`src/rtl/soma_pkg.sv`:
```
// soma_pkg: shared widths and scan FSM states for the soma scan controller
package soma_pkg;
  localparam int NNW = 12;
  localparam int FD = 3;
  typedef enum logic [1:0] {IDLE, SCAN, DRAIN, DONE} state_t;
endpackage

```
`src/rtl/spk_fifo.sv`:
```
// spk_fifo: synchronous FIFO of fired neuron IDs with combinational head read
module spk_fifo #(
  parameter int W = 12,
  parameter int AW = 3
) (
  input  logic          clk_soma,
  input  logic          rst_n,
  input  logic          push,
  input  logic [W-1:0]  din,
  input  logic          pop,
  output logic [W-1:0]  dout,
  output logic [AW:0]   count,
  output logic          empty,
  output logic          full
);
  logic [W-1:0] mem [2**AW];
  logic [AW-1:0] wr, rd;
  logic do_push, do_pop;
  always_comb begin
    do_push = push && !full;
    do_pop = pop && !empty;
    empty = count == '0;
    full = count[AW];
    dout = mem[rd];
  end
  // pointers and occupancy; pop on empty is a no-op
  always_ff @(posedge clk_soma or negedge rst_n)
    if (!rst_n) begin
      wr <= '0;
      rd <= '0;
      count <= '0;
    end else begin
      if (do_push) wr <= wr + 1'b1;
      if (do_pop) rd <= rd + 1'b1;
      count <= count + (AW+1)'(do_push) - (AW+1)'(do_pop);
    end
  // storage needs no reset; only written entries are ever read
  always_ff @(posedge clk_soma)
    if (do_push) mem[wr] <= din;
endmodule

```
`src/rtl/soma_scan_ctrl.sv`:
```
// soma_scan_ctrl: per-timestep soma sweep with SD read issue and fired-ID FIFO
module soma_scan_ctrl
  import soma_pkg::*;
(
  input  logic           clk_soma,
  input  logic           rst_n,
  input  logic           tick_start,
  input  logic [NNW:0]   cfg_neuron_num,
  input  logic           cfg_clear_mode,
  output logic           config_soma_vld,
  output logic [NNW-1:0] config_soma_vm_addr,
  output logic           config_soma_clear,
  output logic           sd_re,
  output logic [NNW-1:0] sd_raddr,
  input  logic           soma_spk_out_fire,
  output logic           spk_valid,
  output logic [NNW-1:0] spk_nid,
  input  logic           spk_ready,
  output logic           scan_busy,
  output logic           scan_done,
  output logic [NNW:0]   fired_cnt
);
  state_t state, state_nx;
  logic [NNW:0] cnt, num_q;
  logic [NNW-1:0] addr_d;
  logic [FD:0] count;
  logic clr_q, vld_d, clear_d, issue, start, push, empty, full;
  // issue only with two free slots: one for this request, one for the result already in flight
  always_comb begin
    start = state == IDLE && tick_start;
    issue = state == SCAN && count <= (FD+1)'(2**FD - 2);
    push = vld_d && !clear_d && soma_spk_out_fire && !full;
    config_soma_vld = issue;
    config_soma_vm_addr = cnt[NNW-1:0];
    config_soma_clear = issue && clr_q;
    sd_re = issue && !clr_q;
    sd_raddr = cnt[NNW-1:0];
    spk_valid = !empty;
    scan_busy = state == SCAN || state == DRAIN;
    scan_done = state == DONE;
    state_nx = state;
    case (state)
      IDLE: if (tick_start) state_nx = cfg_neuron_num != '0 ? SCAN : DONE;
      SCAN: if (issue && cnt == num_q - (NNW+1)'(1)) state_nx = DRAIN;
      DRAIN: state_nx = DONE;
      default: state_nx = IDLE;
    endcase
  end
  // FSM state register
  always_ff @(posedge clk_soma or negedge rst_n)
    if (!rst_n) state <= IDLE;
    else state <= state_nx;
  // sweep configuration latch and address counter
  always_ff @(posedge clk_soma or negedge rst_n)
    if (!rst_n) begin
      cnt <= '0;
      num_q <= '0;
      clr_q <= 1'b0;
    end else if (start) begin
      cnt <= '0;
      num_q <= cfg_neuron_num;
      clr_q <= cfg_clear_mode;
    end else if (issue) cnt <= cnt + 1'b1;
  // track the issue one cycle so the fire result pairs with its address
  always_ff @(posedge clk_soma or negedge rst_n)
    if (!rst_n) begin
      vld_d <= 1'b0;
      clear_d <= 1'b0;
      addr_d <= '0;
      fired_cnt <= '0;
    end else begin
      vld_d <= issue;
      clear_d <= config_soma_clear;
      addr_d <= cnt[NNW-1:0];
      if (start && cfg_neuron_num != '0) fired_cnt <= '0;
      else if (push) fired_cnt <= fired_cnt + 1'b1;
    end
  spk_fifo #(.W(NNW), .AW(FD)) u_fifo (
    .clk_soma(clk_soma),
    .rst_n(rst_n),
    .push(push),
    .din(addr_d),
    .pop(spk_valid && spk_ready),
    .dout(spk_nid),
    .count(count),
    .empty(empty),
    .full(full)
  );
endmodule
```
`config.mk`:
```
export PLATFORM = sky130hd
export DESIGN_NAME = soma_scan_ctrl
export DESIGN_NICKNAME = d
export VERILOG_FILES = /design/src/rtl/soma_pkg.sv /design/src/rtl/spk_fifo.sv /design/src/rtl/soma_scan_ctrl.sv
export SDC_FILE = /design/constraint.sdc
export NUM_CORES = 1
export LEC_CHECK = 0
export ABC_AREA = 1
export CAP_MARGIN = 20
export CORE_MARGIN = 5
export CORE_UTILIZATION = 51
export CTS_BUF_LIST = sky130_fd_sc_hd__clkbuf_4 sky130_fd_sc_hd__clkbuf_8 sky130_fd_sc_hd__clkbuf_16
export DETAILED_ROUTE_END_ITERATION = 8
export PLACE_DENSITY = 0.76
export SYNTH_ARGS = -nofsm -noshare
export SYNTH_HDL_FRONTEND = slang
export SYNTH_SLANG_ARGS = --single-unit
```
`constraint.sdc`:
```
create_clock -name clk_soma -period 2.3 [get_ports clk_soma]
set_clock_uncertainty 0.15 [all_clocks]
set_input_delay 0.345 -clock clk_soma [delete_from_list [all_inputs] [get_ports clk_soma]]
set_output_delay 0.345 -clock clk_soma [all_outputs]
set_load 0.1 [all_outputs]
```
# After elaboration in Yosys (flattened, before gate mapping)
# Memory sizes are Yosys's and may differ from the RTL's.
# Index checks and enable logic that the tools add are counted.
totals:
  ff_bits: 66
  mem_bits_rw: 96
  inputBits: 19
  elab_cells: 59
  n_memories: 1
classes:
  n_addsub: 7
  n_lt_le_gt_ge: 1
  eq_ne: 6
  n_mux: 10
  reduce_logical: 23
mem_list:
  columns: ["name", "words", "word_bits", "rd", "rd_ports_with_merged_regs", "wr", "line", "rtl"]
  rows:
  - ["u_fifo.mem", 8, 12, 1, 0, 1, "spk_fifo.sv:16", "logic [W-1:0] mem [2**AW];"]
ops:
  columns: ["op", "n"]
  rows:
  - ["13-bit two-way mux", 4]
  - ["13-bit by 1-bit adder with 13-bit output (second input constant)", 2]
  - ["13-bit equality test", 1]
  - ["13-bit nonzero test", 1]
  - ["13-bit by 1-bit subtractor with 13-bit output (second input constant)", 1]
  - ["1-bit logical AND", 12]
  - ["3-bit by 1-bit adder with 3-bit output (second input constant)", 2]
  - ["2-bit two-way mux", 3]
  - ["2-bit case mux with 3 select lines", 1]
  - ["4-bit by 1-bit adder with 4-bit output", 1]
  - ["2-bit equality test (second input constant)", 2]
  - ["4-bit by 3-bit less-or-equal comparator with 1-bit output (second input constant)", 1]
  - ["1-bit zero test", 4]
  - ["4-bit zero test", 1]
  - ["2-bit nonzero test", 2]
  - ["4-bit by 1-bit subtractor with 4-bit output", 1]
  - ["2-bit by 1-bit equality test with 1-bit output (second input constant)", 1]
  - ["2-bit zero test", 1]
  - ["1-bit two-way mux", 2]
  - ["2-bit by 1-bit inequality test with 1-bit output (second input constant)", 1]
  - ["2-bit inequality test (second input constant)", 1]
  - ["2-bit AND reduction", 1]
  - ["1-bit logical OR", 1]

# Depth between registers and ports, before layout
logic_depth:
  ltp_word: 7
  ltp_mapped: 15
  mapped_depth_nobuf: 15

# Hierarchy
# From an unflattened synthesis, not the netlist that was laid out.
hier_totals:
  cells_unflattened: 879
  hier_area_um2: 7940.1
by_module_without_submodules:
  columns: ["module", "instances", "cells_each", "area_per_inst_um2", "seq_area_each_um2"]
  rows:
  - ["spk_fifo", 1, 481, 4744.6, 3133.0]
  - ["soma_scan_ctrl", 1, 398, 3195.6, 1401.3]

# Worst setup path before layout
# OpenSTA, ideal clock, no wires.
synth_path:
  kind: "register to output"
  start: "register u_fifo.rd[0]"
  end: "output spk_nid[10]"
  t_arrival_ns: 2.751
  slack_ns: -0.946
  stages_incl_launch_ff: 6
  path_buffers: 2
  cell_sequence: "dfrtp_1 inv_1 clkbuf_1 clkbuf_1 o21ai_0 a31oi_1"
synth_via:
  elab_chain_cells: 1
synth_rtl:
  columns: ["element", "line", "rtl"]
  rows:
  - ["from (decl)", "spk_fifo.sv:17", "logic [AW-1:0] wr, rd;"]
  - ["from (signal assigned)", "spk_fifo.sv:34", "if (do_pop) rd <= rd + 1'b1;"]
  - ["memory 8 x 12 bit", null, null]
  - ["to (decl)", "soma_scan_ctrl.sv:17", "output logic [NNW-1:0] spk_nid,"]
# No other way between the ends.

# Final worst setup path
layout_path:
  start: "register u_fifo.rd[0]"
  end: "output spk_nid[0]"
# The elaborated chain is that of the path after synthesis.

==> metrics.csv <==
stage;metric;value;unit
finish;most common cell after layout, fill and taps aside;nor2_1;
logic_synthesis;Synth Instances;724;
sta;Worst-Margin Slew;482;ps
pwr;Internal;7.89;mW
sta;Slew Limit Fails;0;
placed_design;Routability Congestion;0.918;
floorplan;Die Y;130;um
finish;non-filler cells, final;1006;
setup_path;critical path class;reg2out;
route;1st-iter DRT viols;464;
pwr;Power Density;1480;nW/um2
grt;Overflow after GRT;0;
pwr;Peak VDD IR;1.46;mV
placed_design;port bufs;73;
setup_path;Worst setup EP type;output pin;
floorplan;# IOs;74;
status;status;finished with violations;
clocking;CTS clk-pin slew, worst paths;60;ps
logic_synthesis;Post-Syn Area;7320;um2
setup_path;origin of the worst setup path;u_fifo.rd[0];
logic_synthesis;Yosys warnings;0;
finish;Layout Area Growth over Synthesis;31.0;%
setup_path;FF-to-FF path depth;11;
grt;gr usage total;20.4;%
route;DR vias;5446;
logic_synthesis;Synth Flop Type;edfxtp_1;
route;final antenna-violating net count;0;
pwr;Pwr Total;14.2;mW
setup_path;crit-path max FO;12;
pwr;sw frac;44.4;%
floorplan;die area;16800;um2
route;average wire per standard cell;17.2;um
floorplan;row cnt;43;
logic_synthesis;fraction of registers with async set/reset;40.7;%
placed_design;Post-DP Area;8560;um2
finish;Design Area, Final;9590;um2
setup_path;FF-to-FF Start;u_fifo.count[2];
finish;n_diodes;0;
placed_design;HPWL Detailed;10600;um
setup_path;critical path data required time;1800;ps
route;drt total wl;17300;um
status;failing checks;negative setup slack;
route;Residual DRC;0;
floorplan;core area;14000;um2
job;max-cap viol count;0;
sta;f_max;412;MHz
sta;RSZ-0062 raised after global routing;yes;
pwr;Combinational Power Share;53.3;%
pwr;Seq pwr share;26.8;%
worst_hold_path;Worst Hold Class;in2async;
finish;most frequent cells in the layout;131 x nor2_1, 101 x nand2_1, 96 x edfxtp_1, 61 x dfrtp_1, 60 x buf_4;
logic_synthesis;syn_nets;759;
setup_path;R2R Setup Slk;140;ps
setup_path;Startpoint Class;register;
sta;Period Utilization, post-route;106;%
route;drt via density;5.41;
grt;largest net degree at the start of global routing;42;
sta;final worst slack;-129;ps
clocking;Clock Path Buffers;2;
sta;Tmin final;2430;ps
grt;initial antenna violation count;0;
clocking;TritonCTS buffer count;17;
pwr;Net Sw Power;6.30;mW
finish;layout cells sized above 1;24.1;%
pwr;clock share of power;19.9;%
logic_synthesis;EDFF count, synth;96;
grt;first-pass GRT wire length;26900;um
clocking;Clock Latency Late Sink;420;ps
placed_design;Placement Setup Slack;51.8;ps
logic_synthesis;post-synthesis sequential area ratio;62.0;%
clocking;CTS sink cnt;162;
setup_path;data arrival time of the worst path;1930;ps
floorplan;Die X;130;um
floorplan;initial core utilization;52.3;%
sta;final setup fails;12;
clocking;H-tree depth;4;
finish;Core Util, Final;68.5;%
logic_synthesis;Syn Area/Cell;10.1;um2
setup_path;Crit Reg-Reg Endpoint;u_fifo.count[1];
pwr;Pleak;3.86;nW
clocking;CTS tree;done;
logic_synthesis;synth unique cells;34;
finish;NumNets Final;848;
route;Pre-antenna DRT Iters;4;
grt;vias in the first global route;5444;
placed_design;placed cells;959;
sta;Hold Vio Cnt, Final;0;
clocking;CTS root buffer;clkbuf_16;
logic_synthesis;post-synthesis register bit count;162;
sta;slew margin rel.;67.9;%
## logic make-up (layout without fill, tap and decap cells)
group	after synthesis	after routing	share of synthesized area, %
and+or+nand+nor	304	304	17.4
DFF	162	162	62.0
AOI/OAI and AO/OA	115	115	8.41
buffers and inverters	104	206	6.62
xor gates and xnor gates	23	23	2.75
adders and majority gates	16	16	2.84
## Yosys cell counts (12+ instances only)
cell / n / area, um2
a21oi_1: 15 / 75.1
a31oi_1: 13 / 81.3
buf_4: 24 / 180
clkbuf_1: 16 / 60.1
dfrtp_1: 66 / 1650
edfxtp_1: 96 / 2880
ha_1: 15 / 188
inv_1: 57 / 214
nand2_1: 103 / 387
nand3_1: 23 / 115
nor2_1: 142 / 533
o21ai_0: 72 / 360
o22ai_1: 12 / 75.1
xnor2_1: 12 / 105
## power by group through the flow
stage          clock network [mW]  registers (mW)  logic [mW]
2_1_floorplan                   0            3.81        4.61
3_3_place_gp                    0            3.80        6.46
3_5_place_dp                    0            3.83        6.61
4_1_cts                      2.84            3.79        7.03
5_1_grt                      2.99            3.85        8.03
6_report                     2.82            3.80        7.57
## worst max-delay path by stage
stage	cells after the start	to
final	7	spk_nid[0]
after global routing	7	spk_nid[0]
after CTS	6	spk_nid[11]
after detailed placement	9	u_fifo.count[2]
after global placement	9	u_fifo.count[1]
after floorplan	5	spk_nid[10]
## cell type report
| cell class | instances | area [um2] |
|---|---|---|
| Sequential cell | 162 | 4540 |
| Multi-Input combinational cell | 458 | 2640 |
| Clock buffer | 19 | 440 |
| Timing Repair Buffer | 114 | 1360 |
| Clock inverter | 13 | 151 |
| Fill cell | 968 | 4400 |
| Inverter | 60 | 233 |
| Tap cell | 180 | 225 |
## metrics by stage
| step | TNS [ps] | hold WS (ps) |
|---|---|---|
| 6_report | -939 | 266 |
| 5_1_grt | -1800 | 333 |
| 3_5_place_dp | 0 | 189 |
| 4_1_cts | -879 | 268 |
| 3_3_place_gp | 0 | 183 |
| 2_1_floorplan | -513 | -101 |
## worst max-delay path, stage by stage, from the launching register on
cell and delay (ps):
dfrtp_2 460, buf_12 160, buf_16 140, o21ai_0 240, o22ai_2 120, nor2_2 150
a31oi_4 50, buf_12 180
## metal layers
layer | wire [um] | global-route usage, %
met5 | 0 | 0
met4 | 301 | 6.54
met2 | 9160 | 35.1
met1 | 7000 | 26.1
met3 | 865 | 4.38
## state kept, by name, indices dropped and copies added, names as in the netlist
register      flops
clear_d           1
fired_cnt        13
clr_q             1
u_fifo.rd         3
u_fifo.count      4
state             2
num_q            13
u_fifo.wr         3
vld_d             1
addr_d           12
cnt              13
u_fifo.mem       96
## repair_timing
item                                    4_1_cts  5_1_grt
endpoints found under the setup margin       15       20
resized for setup                            25       58
buffers inserted                              3        4
pin swaps                                     4        9
hold buffers                                  1        0
gates cloned                                  3        4
hold endpoints to repair                     20        0
(Power assumes the default switching activity.)
